### src/rtl/priority_arbiter_pkg.sv
// priority_arbiter_pkg
// Shared types and constants for the five-requester fixed-priority arbiter.
//   ARB_N     : number of requesters (fixed at 5)
//   arb_vec_t : one bit per requester, bit 0 = highest priority
//   ARB_NONE  : all-zero vector (no request / no grant)
package priority_arbiter_pkg;

  localparam int unsigned ARB_N = 5;

  typedef logic [ARB_N-1:0] arb_vec_t;

  localparam arb_vec_t ARB_NONE = {ARB_N{1'b0}};

endpackage : priority_arbiter_pkg

### src/rtl/priority_encoder_onehot.sv
// priority_encoder_onehot
// Combinational request-vector to one-hot grant encoder. The lowest-index
// asserted request wins; an all-zero request vector yields an all-zero grant.
// Ports:
//   req_i : request vector, bit 0 = highest priority
//   gnt_o : one-hot (or all-zero) grant vector
module priority_encoder_onehot
  import priority_arbiter_pkg::*;
(
  input  arb_vec_t req_i,
  output arb_vec_t gnt_o
);

  arb_vec_t req_neg_s;

  // Two's-complement negation: req & -req isolates the lowest set bit,
  // which is exactly the highest-priority active request.
  always_comb begin
    req_neg_s = ~req_i + arb_vec_t'(1'b1);
    gnt_o     = req_i & req_neg_s;
  end

endmodule : priority_encoder_onehot

### src/rtl/priority_arbiter.sv
// priority_arbiter
// Five-requester fixed-priority arbiter with registered one-hot grants.
// req0 has the highest priority, req4 the lowest. Grants appear one clock
// after the request pattern is sampled and are always one-hot or all-zero.
// Optional build macro:
//   PRIORITY_ARBITER_LOCK_EN : when defined, the current grantee keeps its
//                              grant while its own request stays high
//                              (non-preemptive). Undefined: fully preemptive.
// Ports:
//   clock       : system clock, rising-edge active
//   reset       : asynchronous active-high reset, clears all grants
//   req0..req4  : requests, req0 highest priority
//   gnt0..gnt4  : registered grants, at most one high
module priority_arbiter
  import priority_arbiter_pkg::*;
(
  input  logic clock,
  input  logic reset,
  input  logic req0,
  input  logic req1,
  input  logic req2,
  input  logic req3,
  input  logic req4,
  output logic gnt0,
  output logic gnt1,
  output logic gnt2,
  output logic gnt3,
  output logic gnt4
);

  arb_vec_t req_vec_s;
  arb_vec_t pri_gnt_s;
  arb_vec_t gnt_d;
  arb_vec_t gnt_q;

  // Pack the discrete request pins so bit index equals priority level.
  always_comb begin
    req_vec_s = {req4, req3, req2, req1, req0};
  end

  priority_encoder_onehot u_encoder (
    .req_i (req_vec_s),
    .gnt_o (pri_gnt_s)
  );

`ifdef PRIORITY_ARBITER_LOCK_EN
  // Next grant: hold the current grantee while its own request stays high,
  // otherwise fall back to the plain priority decision.
  always_comb begin
    if ((gnt_q & req_vec_s) != ARB_NONE) begin
      gnt_d = gnt_q;
    end else begin
      gnt_d = pri_gnt_s;
    end
  end
`else
  // Next grant: purely preemptive, the priority decision every cycle.
  always_comb begin
    gnt_d = pri_gnt_s;
  end
`endif

  // Grant register; reset clears grants (and any lock) immediately.
  always_ff @(posedge clock or posedge reset) begin
    if (reset) begin
      gnt_q <= ARB_NONE;
    end else begin
      gnt_q <= gnt_d;
    end
  end

  assign gnt0 = gnt_q[0];
  assign gnt1 = gnt_q[1];
  assign gnt2 = gnt_q[2];
  assign gnt3 = gnt_q[3];
  assign gnt4 = gnt_q[4];

endmodule : priority_arbiter

### config.mk
export PLATFORM = sky130hd
export DESIGN_NAME = priority_arbiter
export DESIGN_NICKNAME = d
export VERILOG_FILES = /design/src/rtl/priority_arbiter_pkg.sv /design/src/rtl/priority_encoder_onehot.sv /design/src/rtl/priority_arbiter.sv
export SDC_FILE = /design/constraint.sdc
export NUM_CORES = 1
export LEC_CHECK = 0
export ABC_AREA = 1
export CAP_MARGIN = 20
export CORE_AREA = 2 2 39 41
export CTS_CLUSTER_SIZE = 14
export DETAILED_ROUTE_END_ITERATION = 8
export DIE_AREA = 0 0 41 43
export GPL_TIMING_DRIVEN = 0
export HOLD_SLACK_MARGIN = 0.15
export PLACE_DENSITY = 0.37
export SETUP_SLACK_MARGIN = 0.5
export SYNTH_ARGS = -nofsm -noshare
export SYNTH_HDL_FRONTEND = slang
export SYNTH_SLANG_ARGS = --single-unit
### constraint.sdc
create_clock -name clock -period 0.8 [get_ports clock]
set_input_delay 0.16 -clock clock [delete_from_list [all_inputs] [get_ports clock]]
set_output_delay 0.16 -clock clock [all_outputs]
set_load 0.03 [all_outputs]
# == Word-level counts from Yosys, hierarchy flattened ==
# Cells that the tools add are included.
# totals
reg_bits,5
inputBits,7
out_inout_bits,5
wordCells,4
# classes
n_addsub,1
n_bitwise,2
# op_table
cell,count
$add 5x1->5 const B,1
$and 5x5->5,1
$not 5->5,1

# == Depth between registers and ports, before layout ==
# Gate-level depths: netlist of run 1.
# logic_depth
ltp_word,3
ltp_mapped,3
depth_no_buf,3

# == Hierarchy ==
# Synthesis of run 1 repeated with hierarchy kept, for this count alone.
# unflattened
hier_cells,17
area_unflattened_um2,175.2
# by_module_without_submodules
mod,instances,cells_each,area_per_inst_um2
priority_arbiter,1,6,128.9
priority_encoder_onehot,1,11,46.3

# == Least setup slack after synthesis of run 1 ==
# No wires, ideal clock.
# synth_path
path_type,register -> output
from,reg gnt_q[0]
to,out gnt0
arrival_time_ps,467
t_required_ps,640
slack_ps,173
path_stages_with_launch,1
cell_sequence,dfrtp_1
# synth_lines
item,line,rtl
"start, declared",priority_arbiter.sv:34,arb_vec_t gnt_q;
"start signal, assigned",priority_arbiter.sv:68,gnt_q <= gnt_d;
"end, declared",priority_arbiter.sv:24,"output logic gnt0,"
# No word-level cell between the ends.

# == Worst setup path after layout of run 1 ==
# layout_path
from,reg gnt_q[3]
to,out gnt3
# layout_lines
item,line,rtl
"end, declared",priority_arbiter.sv:27,"output logic gnt3,"
# No word-level cell between the ends.

==> results.toml, run 1 <==
[die]
core_area_um2 = 1380
start_util_pct = 12.1
io_pins = 12
fp-row-count = 14
chipWidth_um = 41
die_area_um2 = 1760
fp.dieH_um = 43

[sta]
fmax_ghz = 1.09
setup_viol = 5
finalCriticalPeriod_ps = 921
fin_ws_ps = -121
rsz0062_at_grt = "true"
whs_ps = 78.7
fin_crit_sh_pct = 115
fin_tns_setup_ps = -583
worstMarginPinSlew_ps = 113
max_slew_margin_pct = 92.4
drv_slew = 0
hold_viol = 0

[cts]
clock_path_buffers = 2
clock-root-buffer = "clkbuf_4"
cts_sinks = 5
cts_tree = "built"
h-tree-depth = 1
clk_pin_slew_ps = 40
numCtsBuffers = 3

[power_and_ir_drop]
power.density_nw_per_um2 = 1650
p_leak_nw = 0.186
finalPower_uw = 676
irDropWorstVdd_mv = 0.402

[final_layout]
final_util_pct = 29.6
drive_gt1_share_pct = 87.9
largest_reg_flops = 5
top_register = "gnt_q"
num-nets-final = 41
final_area_um2 = 409
antenna-diode-count = 0
fill_cells = 145
syn_to_final_growth_pct = 144
reg_top3 = "gnt_q x5"

[setup_path]
crit_buf_inv = 1
crit_path_cell_trace = "buf_6"
cp.arrival_ps = 760
end_kind = "output port"
cp_max_fo = 1
start_kind = "flop"
max_stage_delay_ps = 390
crit_family = "flip-flops"
crit_end = "gnt3"
cp_slowest_cell = "dfrtp_2"
critPathRequiredTime_ps = 640
worstSetupStartpoint = "gnt_q[3]"
path_depth = 1
crit_type = "flop to output port"

[placement]
gp_congestion = 0.594
port_buffers = 11
hpwlAfterDp_um = 271
dpl-instance-area_um2 = 317

[logic_synthesis]
syn_area_um2 = 168
synth_xor_area_share_pct = 0
synthSimpleGateAreaFrac_pct = 16.4
synth_nets = 23
synth_top_family_by_area = "simple AND/OR/NAND/NOR gates"
synthCells = 16
synth-compound-area-share_pct = 0
ys_ff_latch = 5
synth.distinct_cells = 5
yosysSeqAreaShare_pct = 74.6
synthAdderAreaFrac_pct = 0
synthMuxAreaShare_pct = 0
syn_avg_cell_area_um2 = 10.5
yosysWarnings = 0

[grt]
grt_pass1_vias = 168
busiest_layer = "met2"
gr-usage-met2_pct = 8.13
grtUsageTotal_pct = 6.05
use_met3_pct = 4.71
grtUsageMet1_pct = 4.25
grt_pass1_wl_um = 593
grt_max_degree = 6
antenna_found_initial = 0
grt-ovfl-total = 0

[outcome]
outcome = "finished, violations left"
violations = "setup timing"

[route]
drt-initial-drc-count = 0
wl_per_cell_um = 8.27
vias_per_cell = 3.29
drt_wl_total_um = 405
firstDrtPassIters = 1
drc_errors = 0
drtAntennaViolNets = 0
num_vias = 161

[run]
cap_violations = 0

[hold_path]
worstHoldPathCells = 2
hp-class = "primary input to flop"
==> Yosys cell counts <==
| master | count | share of area [%] |
|---|---|---|
| nor3_1 | 1 | 3.0 |
| nand2_1 | 2 | 4.5 |
| inv_1 | 4 | 9.0 |
| nor2_1 | 4 | 9.0 |
| dfrtp_1 | 5 | 75 |
==> layout by cell type (no fill, tap or decap), drive strengths merged <==
| cell | synthesis | final |
|---|---|---|
| nor3 | 1 | 1 |
| clkdlybuf4s15 | 0 | 1 |
| nor2 | 4 | 4 |
| inv | 4 | 3 |
| buf | 0 | 11 |
| clkinv | 0 | 1 |
| clkdlybuf4s50 | 0 | 1 |
| clkbuf | 0 | 4 |
| nand2 | 2 | 2 |
| dfrtp | 5 | 5 |
==> metal layers <==
layer	part of all wire (%)	vias up
met4	0	0
met3	19	0
met2	51	12
li1	-	78
met1	30	71
met5	0	-
==> stage by stage <==
step / std cells / worst slack, ps
after detailed placement: 43 / -342
after global placement: 43 / -341
after global routing: 49 / -153
after CTS: 48 / -135
final: 49 / -121
after floorplan: 16 / 197
==> how the worst min path moves through the flow <==
stage / startpoint / slack (ps) / to
final: req0 / 80 / gnt_q[2]
after global routing: req0 / 60 / gnt_q[2]
after floorplan: reset / -60 / gnt_q[0]
after CTS: req0 / 50 / gnt_q[0]
after detailed placement: reset / 380 / gnt_q[2]
after global placement: reset / 370 / gnt_q[2]
==> area by class of cell <==
type,count,area [um2],share of cell area [%]
repair buffers,13,149,36.4
clock buffers,4,26.3,6.42
multi-input cells,7,55.1,13.5
flip-flops and latches,5,131,32.1
inverters,4,27.5,6.73
well taps,16,20.0,4.89
==> what timing repair did <==
action	4_1_cts	5_1_grt
gates resized for setup	65	6
endpoints found under the setup margin	15	8
setup buffers	1	1
pin swaps	6	5
endpoints found under the hold margin	9	8
==> logic make-up after synthesis <==
kind of cell | Yosys count
simple gates | 7
flops | 5
buf+inv | 4
==> where the power goes <==
| group | switching, mW | total, mW | internal, mW |
|---|---|---|---|
| Clock | 0.0904 | 0.278 | 0.188 |
| Combinational | 0.0595 | 0.129 | 0.0692 |
| Sequential | 0.00414 | 0.269 | 0.265 |
| Total | 0.154 | 0.676 | 0.522 |
Power figures use the tool's default switching activity.
==> inputs of run 2 (changes only) <==
TNS_END_PERCENT = 50   (was default)
==> run 2 against run 1 <==
  * The run still ends with setup timing left
  * Power is 5.6% lower
  * Sequential cell count unchanged
  * Cell area fell by 18%
  * Sequential share of layout area grew 7.1 points
  * Wire length is 14% lower
  * Fmax grew 0.33%
  * Highest routed layer unchanged
==> results.toml, run 2 (same netlist as run 1, synthesis figures left out) <==
[grt]
grt_pass1_vias = 117
grt_max_degree = 6
grt-ovfl-total = 0
grt_pass1_wl_um = 455
grtUsageTotal_pct = 4.95
antenna_found_initial = 0

[power_and_ir_drop]
power.density_nw_per_um2 = 1900
p_leak_nw = 0.166
irDropWorstVdd_mv = 0.339

[setup_path]
crit_path_cell_trace = "buf_6"
cp_max_fo = 1
cp.arrival_ps = 760
end_kind = "output port"
cp_slowest_cell = "dfrtp_2"
crit_buf_inv = 1
crit_type = "flop to output port"
critPathRequiredTime_ps = 640
start_kind = "flop"
crit_family = "flip-flops"
max_stage_delay_ps = 390

[sta]
drv_slew = 0
worstMarginPinSlew_ps = 154
whs_ps = 38.9
setup_viol = 5
hold_viol = 0
rsz0062_at_grt = "true"
fmax_ghz = 1.09
finalCriticalPeriod_ps = 918
max_slew_margin_pct = 89.6
fin_ws_ps = -118
fin_crit_sh_pct = 115

[outcome]
violations = "setup timing"
outcome = "finished, violations left"

[final_layout]
reg_top3 = "gnt_q x5"
top_register = "gnt_q"
antenna-diode-count = 0
largest_reg_flops = 5
num-nets-final = 39
syn_to_final_growth_pct = 100
drive_gt1_share_pct = 61.3
final_common_cell = "buf_6"
final_cell_mix = "buf_6, dfrtp_2, inv_1, nor2_1, clkbuf_4"
fill_cells = 151

[die]
die_area_um2 = 1760
fp-row-count = 14
core_area_um2 = 1380
fp.dieH_um = 43
chipWidth_um = 41
start_util_pct = 12.1
io_pins = 12

[placement]
port_buffers = 11
post-place-ws_ps = -341
gp_congestion = 0.613

[cts]
cts_sinks = 5
cts_setup_buffers = 0
clock_path_buffers = 2
cts_tree = "built"
clk_pin_slew_ps = 40
clock-root-buffer = "clkbuf_4"
numCtsBuffers = 3
h-tree-depth = 1

[route]
num_vias = 144
firstDrtPassIters = 2
vias_per_cell = 3.06
drt_wl_total_um = 349
drt-initial-drc-count = 2
drc_errors = 0
wl_per_cell_um = 7.43
drtAntennaViolNets = 0

[hold_path]
hp-class = "primary input to flop"

[run]
cap_violations = 0
## run 2: metrics by stage
stage | instance area [um2] | util, % | power, mW | setup TNS, ps | cells
after floorplan | 174 | - | 0.304 | 0 | 16
after global placement | 304 | 22.0 | 0.357 | -2310 | 43
after detailed placement | 304 | 22.0 | 0.357 | -2320 | 43
after CTS | 328 | 23.7 | 0.650 | -648 | 47
after global routing | 335 | 24.2 | 0.693 | -747 | 47
final | 335 | 24.2 | 0.638 | -588 | 47
## run 2: final timing paths
kind                          start       end  slack (ps)  cells after the start
setup / recovery           gnt_q[3]      gnt3        -120                      1
hold / removal                 req0  gnt_q[0]          40                      1
max in group asynchronous     reset  gnt_q[2]         560                      2
min in group asynchronous     reset  gnt_q[4]         110                      2
## run 2: area by class of cell
class / instances / area, um2 / share of cell area, %
clock buffer: 4 / 26.3 / 7.84
sequential: 5 / 131 / 39.2
multi-input combinational: 7 / 30.0 / 8.96
timing repair buffer: 11 / 113 / 33.6
inverter: 4 / 15.0 / 4.48
tap: 16 / 20.0 / 5.97
## run 2: power breakdown
part	switching, mW	internal, mW	leakage, nW
Combinational	0.0423	0.0449	0.0923
Clock	0.0944	0.188	0.0150
Sequential	0.00392	0.265	0.0585
## run 2: what timing repair did
item | in CTS | in global routing
setup endpoints to repair | 15 | 7
gates cloned | 0 | 0
gates resized for setup | 54 | 3
hold endpoints to repair | 9 | 8
pin swaps | 5 | 4
## run 2: per-layer routing
| metal | track usage (%) | vias up | routed length [um] |
|---|---|---|---|
| met5 | 0 | - | 0 |
| met4 | 8.00 | 0 | 0 |
| met3 | 4.71 | 0 | 62 |
| met2 | 4.38 | 12 | 132 |
| met1 | 4.59 | 58 | 154 |
| li1 | - | 74 | - |
==> inputs of run 3 (changes only) <==
CTS_BUF_LIST = sky130_fd_sc_hd__clkbuf_8   (was default)
HOLD_SLACK_MARGIN = default   (was 0.15)
==> run 3 against run 2 <==
  * The flow still finishes with violations (setup timing)
  * Cell area grew 7.1%
  * Sequential cell count unchanged
  * Power grew 26%
  * Die area unchanged
  * First-iteration DRC count shrank 50%
  * Clock power up 57%
  * Combinational power increased by 3.1%
  * Count of clock-buffer cells in the layout down 1
  * Core utilization rose by 1.7 points
  * Sequential share of layout area fell by 2.6 points
  * Wire length up 2.9%
==> results.toml, run 3 (same netlist as run 1, synthesis figures left out) <==
[route]
wl_per_cell_um = 7.64
drt_wl_total_um = 359
drc_errors = 0
drt-initial-drc-count = 1
num_vias = 143
vias_per_cell = 3.04
firstDrtPassIters = 4
drtAntennaViolNets = 0

[sta]
fin_ws_ps = -96.7
worstMarginPinSlew_ps = 112
setup_viol = 5
fmax_ghz = 1.12
rsz0062_at_grt = "true"
max_slew_margin_pct = 92.5
hold_viol = 0
whs_ps = 62.4
fin_crit_sh_pct = 112
finalCriticalPeriod_ps = 897
drv_slew = 0

[grt]
busiest_layer = "met4"
grt_max_degree = 6
use_met3_pct = 4.71
grt-ovfl-total = 0
grtUsageMet1_pct = 4.59
grtUsageTotal_pct = 4.95
antenna_found_initial = 0
grt_pass1_wl_um = 455
gr-usage-met2_pct = 4.38
grt_pass1_vias = 119

[final_layout]
final_util_pct = 25.9
final_area_um2 = 359
reg_top3 = "gnt_q x5"
antenna-diode-count = 0
num-nets-final = 39
drive_gt1_share_pct = 67.7
fin_cells = 47
multi_input_area_um2 = 35.0
fill_cells = 150
final_common_cell = "buf_6"
syn_to_final_growth_pct = 114
final_cell_mix = "buf_6, dfrtp_2, inv_1, nor2_1, clkbuf_8"
largest_reg_flops = 5
top_register = "gnt_q"
register_area_um2 = 131

[placement]
gp_congestion = 0.613
dpl-instance-area_um2 = 304
port_buffers = 11
dp.cells = 43

[setup_path]
cp.arrival_ps = 740
max_stage_delay_ps = 380
end_kind = "output port"
start_kind = "flop"
crit_path_cell_trace = "buf_6"
cp_slowest_cell = "dfrtp_2"
crit_type = "flop to output port"
crit_buf_inv = 1
cp_max_fo = 1
critPathRequiredTime_ps = 640
crit_family = "flip-flops"

[die]
fp.dieH_um = 43
chipWidth_um = 41
fp-row-count = 14
io_pins = 12
die_area_um2 = 1760
core_area_um2 = 1380
start_util_pct = 12.1

[outcome]
outcome = "finished, violations left"
violations = "setup timing"

[cts]
numCtsBuffers = 3
cts_tree = "built"
clock-root-buffer = "clkbuf_8"
cts_sinks = 5
clk_pin_slew_ps = 30
clock_path_buffers = 2
h-tree-depth = 1

[power_and_ir_drop]
irDropWorstVdd_mv = 0.471
power.density_nw_per_um2 = 2230
finalPower_uw = 801
p_leak_nw = 0.178

[hold_path]
hp-class = "primary input to flop"

[run]
cap_violations = 0
run 3: cell types whose count changed in the layout (fill, tap and decap cells not counted), sizes merged:
cell    previous run  this run
clkbuf             4         3
inv                4         5
run 3: worst paths after layout:
kind / startpoint / endpoint / slack [ps] / depth (start not counted)
worst max-delay path: gnt_q[3] / gnt3 / -100 / 1
worst min-delay path: req0 / gnt_q[0] / 60 / 1
max in group asynchronous: reset / gnt_q[2] / 540 / 2
min in group asynchronous: reset / gnt_q[4] / 130 / 2
run 3: layer usage:
layer	vias up	share of wire (%)
met2	12	36
met3	0	17
li1	74	-
met4	0	0
met5	-	0
met1	57	46
run 3: layout make-up:
class	instances	share of cell area, %
timing repair buffer	11	31.4
inverter	4	4.18
multi-input combinational	7	9.76
tap	16	5.57
clock buffer	3	11.5
clock inverter	1	1.05
sequential	5	36.6
run 3: per-stage QoR:
stage	setup slack (ps)	setup TNS [ps]
2_1_floorplan	197	0
3_3_place_gp	-340	-2310
3_5_place_dp	-341	-2320
4_1_cts	-104	-517
5_1_grt	-120	-574
6_report	-96.7	-481
run 3: repair_timing:
item | in CTS | in global routing
hold endpoints to repair | 0 | 0
buffers inserted | 0 | 0
setup endpoints to repair | 15 | 7
pin swaps | 5 | 4
gates resized for setup | 55 | 4
hold buffers | 0 | 0
run 3: power by group:
part	switching [mW]	internal, mW	total, mW
Sequential	0.00393	0.265	0.269
Clock	0.114	0.328	0.442
Combinational	0.0442	0.0457	0.0899
